File: config.mk
export PLATFORM = sky130hd
export DESIGN_NAME = delay_line_reader
export DESIGN_NICKNAME = d
export VERILOG_FILES = /design/src/rtl/delay_line_reader.sv
export SDC_FILE = /design/constraint.sdc
export NUM_CORES = 2
export LEC_CHECK = 0
export ABC_CLOCK_PERIOD_IN_PS = 3500
export BUFFER_PORTS_ARGS = -buffer_cell sky130_fd_sc_hd__buf_2
export CORE_UTILIZATION = 40
export CTS_BUF_LIST = sky130_fd_sc_hd__clkbuf_4
export DETAILED_ROUTE_END_ITERATION = 7
export PLACE_DENSITY = 0.66
export SLEW_MARGIN = 10
export SYNTH_ARGS = -nofsm -noshare
export SYNTH_HDL_FRONTEND = slang
export SYNTH_SLANG_ARGS = --single-unit
File: constraint.sdc
create_clock -name clk -period 3.5 [get_ports clk]
set_input_delay 0.35 -clock clk [delete_from_list [all_inputs] [get_ports clk]]
set_output_delay 0.35 -clock clk [all_outputs]
set_load 0.05 [all_outputs]
File: src/rtl/delay_line_reader.sv
// Per-transducer delay line: returns the drive word written DELAY updates ago, flagged valid only when enough history exists.
// Optional build macro DELAY_LINE_ZERO_FILL_EN: invalid results and SYNC force data_out to zero instead of holding.
module delay_line_reader #(
  parameter int DEPTH_W = 7,
  parameter int DATA_W  = 16
) (
  input  logic               clk,
  input  logic               rst_n,
  input  logic               update,
  input  logic               sync,
  input  logic [DEPTH_W-1:0] delay,
  input  logic [DATA_W-1:0]  data_in,
  output logic [DATA_W-1:0]  data_out,
  output logic               data_valid
);

  localparam int DEPTH = 1 << DEPTH_W;
  localparam logic [DEPTH_W-1:0] FILL_MAX = '1;
`ifdef DELAY_LINE_ZERO_FILL_EN
  localparam bit ZERO_FILL = 1'b1;
`else
  localparam bit ZERO_FILL = 1'b0;
`endif

  logic [DATA_W-1:0]  mem [DEPTH];
  logic [DEPTH_W-1:0] w;
  logic [DEPTH_W-1:0] fill;
  logic [DEPTH_W-1:0] w_eff;
  logic [DEPTH_W-1:0] fill_eff;
  logic [DEPTH_W-1:0] rd_addr;
  logic [DATA_W-1:0]  rd_data;
  logic [DATA_W-1:0]  out_next;
  logic [DATA_W-1:0]  out_p1;
  logic               vld_p1;
  logic               hit;

  function automatic logic [DEPTH_W-1:0] sat_inc(input logic [DEPTH_W-1:0] f);
    return (f == FILL_MAX) ? f : f + 1'b1;
  endfunction

  // A coincident SYNC restarts history before this update is evaluated.
  always_comb begin
    w_eff    = sync ? '0 : w;
    fill_eff = sync ? '0 : fill;
    rd_addr  = w_eff - delay;
    rd_data  = (delay == '0) ? data_in : mem[rd_addr];
    hit      = (fill_eff >= delay);
    out_next = hit ? rd_data : (ZERO_FILL ? '0 : out_p1);
  end

  always_ff @(posedge clk) begin
    if (update) begin
      mem[w_eff] <= data_in;
    end
  end

  // Stage p1: registered delayed word and its validity.
  always_ff @(posedge clk or negedge rst_n) begin
    if (!rst_n) begin
      w      <= '0;
      fill   <= '0;
      out_p1 <= '0;
      vld_p1 <= 1'b0;
    end else if (update) begin
      w      <= w_eff + 1'b1;
      fill   <= sat_inc(fill_eff);
      out_p1 <= out_next;
      vld_p1 <= hit;
    end else if (sync) begin
      w      <= '0;
      fill   <= '0;
      vld_p1 <= 1'b0;
      if (ZERO_FILL) begin
        out_p1 <= '0;
      end
    end
  end

  assign data_out   = out_p1;
  assign data_valid = vld_p1;

endmodule

==> flow_metrics.env <==
export IMPL_critPathSlowestCell="fa_4"
export IMPL_crit_path_frequent_cell="buf_4"
export IMPL_fin_setup_tns_ns=-5.44
export IMPL_tightestPinTransition_ns=1.33
export IMPL_grtUsageTotal_pct=21.7
export IMPL_dpl_hpwl_microns=133000
export IMPL_grt_max_degree=113
export IMPL_grt_pass1_vias=46100
export IMPL_setup_violations=16
export IMPL_coreArea_sq_um=201000
export IMPL_port_buffers=43
export IMPL_min_path_type="input pin to flop"
export IMPL_cts_max_level=6
export IMPL_path_cells="nand2b_1, ha_4, inv_2, fa_4, buf_12, buf_8, buf_12, buf_4, mux4_2, nand2_1, a311oi_1, buf_4, a311oi_2, buf_4, a21oi_1, mux2i_1, o21ai_1"
export IMPL_synth_seq_cells=2079
export IMPL_p_switching_uw=14900
export IMPL_cts_tree="done"
export IMPL_muxShareOfSynthArea_pct=14.6
export IMPL_synth_edff_count=2048
export IMPL_overflow=0
export IMPL_p_comb_share_pct=16.9
export IMPL_viasPerCell=5.68
export IMPL_drv_slew=0
export IMPL_initial_core_util_pct=40.4
export IMPL_cts_buffers=544
export IMPL_rsz0062_at_grt="true"
export IMPL_final_cell_count_no_fill=7956
export IMPL_max_stage_delay_ns=0.95
export IMPL_crit_type="flop to flop"
export IMPL_ys_async_sr_fraction_pct=1.49
export IMPL_swShare_pct=26.1
export IMPL_synth_distinct_cells=57
export IMPL_rows=164
export IMPL_cts_sinks=2079
export IMPL_min_from="data_in[12]"
export IMPL_routedWlPerCell_microns=28.0
export IMPL_synth_area_leaders="edfxtp_1 (76%), mux4_2 (14%), nand2_1 (2.0%)"
export IMPL_netlist_instances=4001
export IMPL_drt_pass1_iterations=5
export IMPL_critPathLaunchType="flop"
export IMPL_r2r_start="w[0]"
export IMPL_ys_warn_count=0
export IMPL_violations="negative setup slack"
export IMPL_sequentialPowerShare_pct=48.2
export IMPL_synth_adder_area_share_pct=0.225
export IMPL_cts_root_buf="clkbuf_4"
export IMPL_drv_cap=0
export IMPL_placed_area_sq_um=88500
export IMPL_place_congestion=0.881
export IMPL_critPathMaxFanout=6
export IMPL_synth_largest_area_cell="edfxtp_1"
export IMPL_final_area_sq_um=98100
export IMPL_required_ns=4.75
export IMPL_area_growth_syn_to_layout_pct=21.0
export IMPL_dr_total_vias=45200
export IMPL_fmax_mhz=253
export IMPL_ir_drop_uv=258
export IMPL_synth_simple_gate_area_share_pct=4.67
export IMPL_clk_pin_slew_ns=0.07
export IMPL_fp_dieW_microns=452
export IMPL_cp_arrival_ns=5.20
export IMPL_synth_xor_area_share_pct=0.248
export IMPL_grt_pass1_wl_microns=319000
export IMPL_period_minus_slack_ns=3.95
export IMPL_place_inst=6959
export IMPL_finClkSkew_ns=0.0967
export IMPL_cellPowerDensity_nw_per_um2=583
export IMPL_synth_top_family_by_area="multiplexers"
export IMPL_drive_gt1_share_pct=40.7
export IMPL_cellLeakagePower_uw=0.0328
export IMPL_antenna_found_initial=11
export IMPL_drt_wl_total_microns=222000
export IMPL_synthDominantCellAreaShare_pct=75.8
export IMPL_drt_iter0_markers=5317
export IMPL_hold_violations=0
export IMPL_pwr_share_clk_pct=34.9
export IMPL_timing_slew_headroom_pct=11.5
export IMPL_synth_compound_area_share_pct=2.22
export IMPL_die_area_sq_um=205000
export IMPL_status="finished, violations left"
export IMPL_setup_ws_ns=-0.452
export IMPL_ant_nets=0
export IMPL_ioPinCount=44
export IMPL_end_kind="flop"
export IMPL_fin_nets=4994
export IMPL_synth_nets=4042
export IMPL_clock_latency_ns=1.33
export IMPL_p_int_uw=42300
export IMPL_die_height_microns=452
export IMPL_avgSynthCellArea_sq_um=20.3
export IMPL_clock_path_buffers=4
export IMPL_route_detailed_drc=0
export IMPL_syn_cell_area_sq_um=81100
export IMPL_finalCritPeriodShare_pct=113
export IMPL_crit_start="w[0]"
export IMPL_seq_area_frac_synth_pct=76.7
export IMPL_synth_ff_type="edfxtp_1"
-- flip-flops by register name, summed over array words and instances (netlist names) --
| signal | count |
|---|---|
| data_valid | 1 |
| data_out | 16 |
| mem | 2048 |
| w | 7 |
| fill | 7 |
-- critical path, delay by kind of cell, from the launching register on --
family | cells | cell delay, ns
multiplexers | 2 | 0.39
buffers and inverters | 7 | 0.98
flip-flops | 1 | 0.38
AND/OR/NAND/NOR | 2 | 0.21
adder cells (fa/ha/maj) | 2 | 1.11
AO/OA/AOI/OAI | 4 | 0.78
-- metrics by stage --
step                setup slack (ns)  hold WS [ns]  utilization, %  power, uW
finish                        -0.452         0.129            48.9      57200
global route                  -0.550         0.104            48.9      59200
CTS                           -0.340       0.00548            48.4      57100
detailed placement             -1.21         0.460            44.1      36200
global placement               -1.39         0.455            44.1      36200
floorplan                     0.0522        0.0544               -      32400
-- cell families after synthesis --
| group | after synthesis |
|---|---|
| and+or+nand+nor | 857 |
| buffers and inverters | 251 |
| xor gates and xnor gates | 20 |
| adders and majority gates | 14 |
| muxes | 545 |
| AOI/OAI and AO/OA | 235 |
| DFF | 2079 |
-- area by class of cell --
type                            count  area [sq um]
Multi-Input combinational cell   1671         19400
Tap cell                         2656          3320
Inverter                           14          52.6
Timing Repair Buffer              643          6660
Antenna cell                        5          12.5
Clock buffer                      757          5680
Sequential cell                  2079         62300
Clock inverter                    131           729
Fill cell                       16400        103000
-- synth_stat cells, types with 14 or more instances --
master	instances
a211oi_1	24
a21oi_1	39
a221oi_1	24
a311oi_1	82
a31oi_1	21
and2_1	28
and3_1	44
buf_1	30
buf_2	64
clkbuf_1	140
dfrtp_1	31
edfxtp_1	2048
inv_1	14
mux2i_1	33
mux4_2	511
nand2_1	434
nand3_1	134
nor2_1	150
nor2b_1	16
-- power by group through the flow --
stage / sequential, uW / clock [uW] / combinational [uW]
floorplan: 28200 / 0 / 4240
global placement: 28100 / 0 / 8050
detailed placement: 28100 / 0 / 8070
CTS: 27600 / 20400 / 9180
global route: 27500 / 21600 / 10100
finish: 27600 / 20000 / 9640
-- path summary, 6_finish.rpt --
path	end	slack (ns)	cells after the start
max in group asynchronous	data_out[5]	2.57	5
hold reg to reg	data_valid	0.47	2
hold / removal	mem[70][12]	0.13	2
setup / recovery	data_out[15]	-0.45	17
min in group asynchronous	data_valid	0.66	5
setup reg to reg	data_out[15]	-0.45	17
-- cell usage in the layout (no fill, tap or decap), types with 16 or more instances in the layout --
| cell type | n |
|---|---|
| a21oi_1 | 20 |
| a311oi_1 | 39 |
| a311oi_2 | 29 |
| and2_1 | 21 |
| and3_1 | 26 |
| and3_4 | 18 |
| buf_12 | 100 |
| buf_16 | 17 |
| buf_2 | 27 |
| buf_4 | 434 |
| buf_6 | 25 |
| clkbuf_4 | 757 |
| clkinv_1 | 89 |
| clkinv_2 | 19 |
| dfrtp_1 | 31 |
| dlygate4sd3_1 | 29 |
| edfxtp_1 | 2048 |
| mux2i_1 | 29 |
| mux4_2 | 511 |
| nand2_1 | 409 |
| nand2_2 | 22 |
| nand3_1 | 111 |
| nand3_2 | 18 |
| nor2_1 | 147 |
| nor2b_1 | 16 |
-- repair_timing --
item	CTS	global route
resized for setup	235	139
setup buffers	34	44
hold endpoints to repair	2055	0
hold buffers	30	0
pin swaps	60	87
endpoints found under the setup margin	16	16
cloned	16	2
-- metal layers --
metal / track usage, % / vias up / wire [microns]
met5: 0 / - / 13
met2: 34.5 / 2525 / 107000
met1: 28.7 / 23500 / 84500
li1: - / 18700 / -
met4: 9.44 / 2 / 8720
met3: 4.77 / 426 / 21700
Note: power is estimated with default switching activity, not from simulation.
